`config.mk`:
```
export PLATFORM = sky130hd
export DESIGN_NAME = cond_flag_unit
export DESIGN_NICKNAME = d
export VERILOG_FILES = /design/src/rtl/cond_flag_unit.sv
export SDC_FILE = /design/constraint.sdc
export NUM_CORES = 1
export LEC_CHECK = 0
export CAP_MARGIN = 10
export CORE_MARGIN = 4
export CORE_UTILIZATION = 38
export DETAILED_ROUTE_END_ITERATION = 8
export PLACE_DENSITY = 0.84
export SLEW_MARGIN = 20
export SYNTH_ARGS = -nofsm -noshare
export SYNTH_HDL_FRONTEND = slang
export SYNTH_SLANG_ARGS = --single-unit
```
`constraint.sdc`:
```
create_clock -name clk -period 2.2 [get_ports clk]
set_clock_uncertainty 0.15 [all_clocks]
set_input_delay 0.44 -clock clk [delete_from_list [all_inputs] [get_ports clk]]
set_output_delay 0.44 -clock clk [all_outputs]
set_load 0.01 [all_outputs]
```
`src/rtl/cond_flag_unit.sv`:
```
// Condition/flag unit: NZCV register, ARM condition evaluation, write gating and branch flush.
// Optional `COND_STATS_EN adds saturating executed/skipped instruction counters.
module cond_flag_unit #(
    parameter int FLUSH_CYCLES = 2,
    parameter int COUNT_W      = 32
) (
    input  logic               clk,
    input  logic               reset,
    input  logic               stall,
    input  logic               ex_valid,
    input  logic [3:0]         Cond,
    input  logic [3:0]         ALUFlags,
    input  logic [1:0]         FlagW,
    input  logic               NoWrite,
    input  logic               PCS,
    input  logic               RegW,
    input  logic               MemW,
    output logic               CondEx,
    output logic               PCSrc,
    output logic               RegWrite,
    output logic               MemWrite,
    output logic [3:0]         Flags,
    output logic               flush
`ifdef COND_STATS_EN
    ,
    output logic [COUNT_W-1:0] exec_count,
    output logic [COUNT_W-1:0] skip_count
`endif
);

    // state  | meaning
    // S_RUN  | normal execution, writes gated by the condition
    // S_FLUSH| squashing wrong-path instructions after a taken branch

    localparam int  CNT_W     = (FLUSH_CYCLES > 1) ? $clog2(FLUSH_CYCLES) : 1;
    localparam bit  HAS_FLUSH = (FLUSH_CYCLES > 0);
    localparam logic [CNT_W-1:0] CNT_LOAD = HAS_FLUSH ? CNT_W'(FLUSH_CYCLES - 1) : '0;

    if (COUNT_W < 1) begin : g_count_w_invalid
        $error("cond_flag_unit: COUNT_W must be at least 1");
    end

    typedef enum logic {S_RUN, S_FLUSH} state_t;

    state_t           state_q, state_d;
    logic [CNT_W-1:0] cnt_q, cnt_d;
    logic [3:0]       flags_q, flags_d;
    logic             cond_pass;
    logic             fire;
    logic             flag_n, flag_z, flag_c, flag_v;

    assign {flag_n, flag_z, flag_c, flag_v} = flags_q;

    always_comb begin
        cond_pass = 1'b0;
        case (Cond)
            4'b0000: cond_pass = flag_z;
            4'b0001: cond_pass = ~flag_z;
            4'b0010: cond_pass = flag_c;
            4'b0011: cond_pass = ~flag_c;
            4'b0100: cond_pass = flag_n;
            4'b0101: cond_pass = ~flag_n;
            4'b0110: cond_pass = flag_v;
            4'b0111: cond_pass = ~flag_v;
            4'b1000: cond_pass = flag_c & ~flag_z;
            4'b1001: cond_pass = ~flag_c | flag_z;
            4'b1010: cond_pass = (flag_n == flag_v);
            4'b1011: cond_pass = (flag_n != flag_v);
            4'b1100: cond_pass = ~flag_z & (flag_n == flag_v);
            4'b1101: cond_pass = flag_z | (flag_n != flag_v);
            4'b1110: cond_pass = 1'b1;
            default: cond_pass = 1'b0;
        endcase
    end

    // Qualifying with reset keeps every write enable low while reset is held.
    assign fire     = reset & ex_valid & ~stall & (state_q == S_RUN);
    assign CondEx   = cond_pass;
    assign PCSrc    = fire & cond_pass & PCS;
    assign RegWrite = fire & cond_pass & RegW & ~NoWrite;
    assign MemWrite = fire & cond_pass & MemW;
    assign Flags    = flags_q;
    assign flush    = (state_q == S_FLUSH);

    always_comb begin
        state_d = state_q;
        cnt_d   = cnt_q;
        flags_d = flags_q;

        if (fire && cond_pass) begin
            if (FlagW[1]) flags_d[3:2] = ALUFlags[3:2];
            if (FlagW[0]) flags_d[1:0] = ALUFlags[1:0];
        end

        case (state_q)
            S_RUN: begin
                if (PCSrc && HAS_FLUSH) begin
                    state_d = S_FLUSH;
                    cnt_d   = CNT_LOAD;
                end
            end
            S_FLUSH: begin
                if (!stall) begin
                    if (cnt_q == '0) state_d = S_RUN;
                    else             cnt_d   = cnt_q - CNT_W'(1);
                end
            end
            default: state_d = S_RUN;
        endcase
    end

    always_ff @(posedge clk or negedge reset) begin
        if (!reset) begin
            state_q <= S_RUN;
            cnt_q   <= '0;
            flags_q <= 4'b0000;
        end else begin
            state_q <= state_d;
            cnt_q   <= cnt_d;
            flags_q <= flags_d;
        end
    end

`ifdef COND_STATS_EN
    logic [COUNT_W-1:0] exec_q, skip_q;

    always_ff @(posedge clk or negedge reset) begin
        if (!reset) begin
            exec_q <= '0;
            skip_q <= '0;
        end else begin
            if (fire && cond_pass && (exec_q != '1))  exec_q <= exec_q + COUNT_W'(1);
            if (fire && !cond_pass && (skip_q != '1)) skip_q <= skip_q + COUNT_W'(1);
        end
    end

    assign exec_count = exec_q;
    assign skip_count = skip_q;
`endif

endmodule

```
Yosys cells after proc, flatten, opt, wreduce, memory -nomap -nowiden. Cells that the tools add are included.

Bits in registers: 6. Input port bits: 18. Output and inout bits: 9. Logic and storage cells: 56.

Add/subtract/negate cells: 1. Eq/ne operators: 18. Mux-type cells: 9. Bitwise gates (word level): 19. Reductions and logical operators: 5.

Operators with widths (count): $eq A4 B4 Y1 const B (7); $eq A4 B3 Y1 const B (4); $pmux W1 S15 (1); $and A1 B1 Y1 (10); $eq A4 B2 Y1 const B (2); $not A1 Y1 (7); $mux W1 (6); $reduce_and A2 Y1 (3); $eq A4 B1 Y1 const B (1); $logic_not A4 Y1 (1); $ne A2 B2 Y1 const B (2); $pmux W1 S2 (2); $or A1 B1 Y1 (2); $eq A1 B1 Y1 (1); $logic_and A1 B1 Y1 (1); $ne A1 B1 Y1 (1); $sub A1 B1 Y1 const B (1).

Logic depth before layout (Yosys ltp).
Depth in word-level cells: 7. Gate-level depth with buffers: 6.

Worst setup path after synthesis. Ideal clock, no wire load.

Path type: in2out. Start point: in Cond[0]. End point: out RegWrite. Arrival time: 1779 ps. Required time: 1610 ps. Path slack: -169 ps. Stages: 6. Path buffers: 1. Cells stage by stage: buf_6 xnor2_1 mux2_4 o32a_4 nand3_1 and4b_1.

Longest elaborated chain between the ends: 5. Elaborated cells between the ends (all ways): 19. Those cells by class: 14 x eq/ne; 1 x mux; 3 x bitwise; 1 x reduce/logical.

RTL lines: from (decl) (line 11) `input logic [3:0] Cond,`; $eq A4 B4 Y1 (tied with other cells) (line 56) `case (Cond)`; $pmux W1 S15 * (line 56); net CondEx (line 18) `output logic CondEx,`; $and A1 B1 Y1 * (3 in series) (line 80) `assign RegWrite = fire & cond_pass & RegW & ~NoWrite;`; to (decl) (line 20) `output logic RegWrite,`.

Mark *: on every way through the listed nets, which the timed path passes. The rest lies on a longest branch.

Worst setup path after layout.
Start point: reg flags_q[3], in the netlist Flags[3]. End point: out PCSrc.

Longest elaborated chain between the ends: 5. Elaborated cells between the ends (all ways): 8. Those cells by class: 2 x eq/ne; 1 x mux; 5 x bitwise.

RTL lines: from (decl) (line 47) `logic [3:0] flags_q, flags_d;`; from (signal assigned) (line 120) `flags_q <= flags_d;`; $ne A1 B1 Y1 or $eq A1 B1 Y1 (tied branches); $or A1 B1 Y1 or $and A1 B1 Y1 (tied branches) (line 70, 69); $pmux W1 S15 * (line 56); $and A1 B1 Y1 * (2 in series) (line 79) `assign PCSrc = fire & cond_pass & PCS;`; to (decl) (line 19) `output logic PCSrc,`.

Every way passes the cells marked *; elsewhere a longest branch is shown, timed or not.

==> results.toml <==
[floorplanning]
start_util_pct = 40.29
fp-row-count = 13
die_y_um = 45.15
design.portCount = 27
die_area_sq_um = 2038
design.core.area_sq_um = 1301
die-width_um = 45.15

[detailed_routing]
vias = 607
ant_nets = 0
wl_mm = 1.647
routed_via_density = 5.278
initialDrtViolationCount = 12
wl_per_cell_um = 14.32
drc_errors = 0
first_pass_iters = 4

[sta]
grt_setup_unrepaired = "true"
setup_ws_ns = -0.1572
tightest_slew_ns = 0.2351
fmax_ghz = 0.4242
period_share_pct = 107.1
drv_slew = 0
final.setup.tns_ns = -0.9257
slew_headroom_pct = 84.33
hold_viol = 0
finalSetupViolCount = 8
min_period_ns = 2.357

[clock_network]
clk_latency_ns = 0.24
cts-root-buf = "clkbuf_4"
cts.path.max_buffers = 2
clk_pin_slew_ns = 0.04
cts-htree-levels = 1
cts_tree = "yes"
cts_num_sinks = 6
cts_buffers = 3

[place]
pre_cts_slack_ns = -1.003
hpwlAfterDp_mm = 1.269
dpl_cell_area_sq_um = 967.2
gp_congestion = 0.7842
portBuffers = 26

[worst_setup_path]
cpPeakStageDelay_ns = 0.41
arrival_ns = 1.77
endpoint_kind = "output port"
crit_fanout = 5
required_ns = 1.61
critPathKind = "reg2out"
crit_path_top_delay_cell = "dfrtp_1"
crit_chain = "buf_6 > xnor2_4 > o32a_1 > a41o_1 > nand3_4 > and3_1 > buf_2"
rrSetupSlack_ns = -0.07
start_kind = "flip-flop"

[layout]
drive_gt1_share_pct = 50.00
n_fill_cell = 84
area_growth_pct = 98.09
final_cell_area_sq_um = 1039
post-route-util_pct = 79.81
diodes = 0
nets = 120

[global_routing]
grt_overflow_total = 0
antenna_found_initial = 0
grt_pass1_vias = 636
grt_usage_pct = 18.55
grt_max_degree = 9
grt_pass1_wl_mm = 2.718

[synthesis]
yosys_warnings = 0
synth_edf_count = 0
ys.flop_type = "dfrtp_1"
syn-num-nets = 66
ys_ff_latch = 6
synth_area_per_cell_sq_um = 10.92
ys_types = 25
syn_inst = 48
async_flop_share_pct = 100.0
syn-cell-area_sq_um = 524.3
seq_area_frac_synth_pct = 28.64

[run]
cap_viol_max_count = 0

[power_and_ir_drop]
clock_power_share_pct = 10.7
seqPwrFrac_pct = 23.4
switching_share_pct = 33.97
p_comb_share_pct = 66.0
power_density_nw_per_um2 = 900.9
p_int_mw = 0.6178
peakVddDrop_mv = 0.6489
switchingPower_mw = 0.3178
leakage_nw = 0.4613

[run_status]
outcome = "finished with violations"
violations = "negative setup slack"

[hold_path]
holdCritPathClass = "reg2reg"
worst max-delay path: cells and delay by family, from the launching register on:
family / cells / cell delay [ns]
AND/OR/NAND/NOR: 2 / 0.27
XOR/XNOR: 1 / 0.15
flip-flops: 1 / 0.41
AO/OA/AOI/OAI: 2 / 0.40
buffers and inverters: 2 / 0.28
cell families (layout without fill, tap and decap cells):
group / after synthesis / in the layout / share of synthesized area (%)
multiplexers: 5 / 5 / 12.89
flip-flops: 6 / 6 / 28.64
XOR/XNOR: 5 / 5 / 8.355
AND/OR/NAND/NOR: 21 / 21 / 23.87
buffers and inverters: 1 / 53 / 2.148
AO/OA/AOI/OAI: 10 / 10 / 24.10
layout make-up:
cell class              instances  area (sq um)  share of cell area (%)
flip-flops and latches          6         151.4                   14.58
multi-input cells              41         421.7                   40.60
clock buffers                   3         22.52                   2.169
repair buffers                 50         424.2                   40.84
well taps                      15         18.77                   1.807
power by group through the flow:
| stage | logic [mW] | registers, mW | clock network (mW) |
|---|---|---|---|
| 2_1_floorplan | 0.220 | 0.226 | 0 |
| 3_3_place_gp | 0.505 | 0.203 | 0 |
| 3_5_place_dp | 0.521 | 0.205 | 0 |
| 4_1_cts | 0.583 | 0.218 | 0.104 |
| 5_1_grt | 0.658 | 0.227 | 0.112 |
| 6_report | 0.617 | 0.219 | 0.0996 |
path summary, 6_finish.rpt:
kind | from | end | cells after the start
worst max-delay path | Flags[3] | PCSrc | 7
worst max register to register | Flags[3] | Flags[1] | 9
worst min-delay path | cnt_q | cnt_q | 1
min in group asynchronous | reset | cnt_q | 2
max in group asynchronous | reset | Flags[1] | 2
worst min register to register | cnt_q | cnt_q | 1
cells in the mapped netlist, drive strengths merged (2+ instances only):
master  count  area (sq um)
dfrtp       6         150.1
mux2        5         67.56
nand2       4         15.01
nand2b      4         25.02
nand3       3         15.01
o32a        3         42.54
xnor2       3         26.28
a31oi       2         42.54
and3        2         12.51
nor2        2         7.510
xor2        2         17.52
stage by stage:
stage,hold slack [ns],cells,power (mW)
3_5_place_dp,0.3404,108,0.7253
2_1_floorplan,-0.005591,48,0.4453
6_report,0.3445,115,0.9356
3_3_place_gp,0.3370,108,0.7085
5_1_grt,0.3471,115,0.9975
4_1_cts,0.3500,113,0.9057
metal layers:
metal	global-route usage [%]	routed length (um)	part of all wire, %
met5	0	0	0
met4	7.018	14	0.85
met3	4.382	145	8.8
met2	34.46	877	53
met1	19.85	608	37
sequential cells by signal (all words and copies together) (netlist names):
name / count
Flags: 4
flush: 1
cnt_q: 1
what timing repair did:
item / CTS / global route
pin swaps: 8 / 2
hold buffers: 0 / 0
setup endpoints to repair: 8 / 8
gates resized for setup: 36 / 5
setup buffers: 2 / 2
cell usage in the layout, fill, tap and decap left out, drive strengths merged:
cell	instances
dfrtp	6
buf	31
nor2	2
xor2	2
nor4bb	1
clkbuf	3
or3b	1
dlygate4sd2	1
a41o	1
nand3	3
and4b	1
o21a	1
nor3b	1
a31o	1
o32a	3
clkdlybuf4s50	18
a32o	1
and3	2
xnor2	3
a31oi	2
mux2	5
nand2b	4
a21oi	1
and2	1
nand3b	1
nand2	4
No activity file was read; power rests on OpenSTA's default activity.
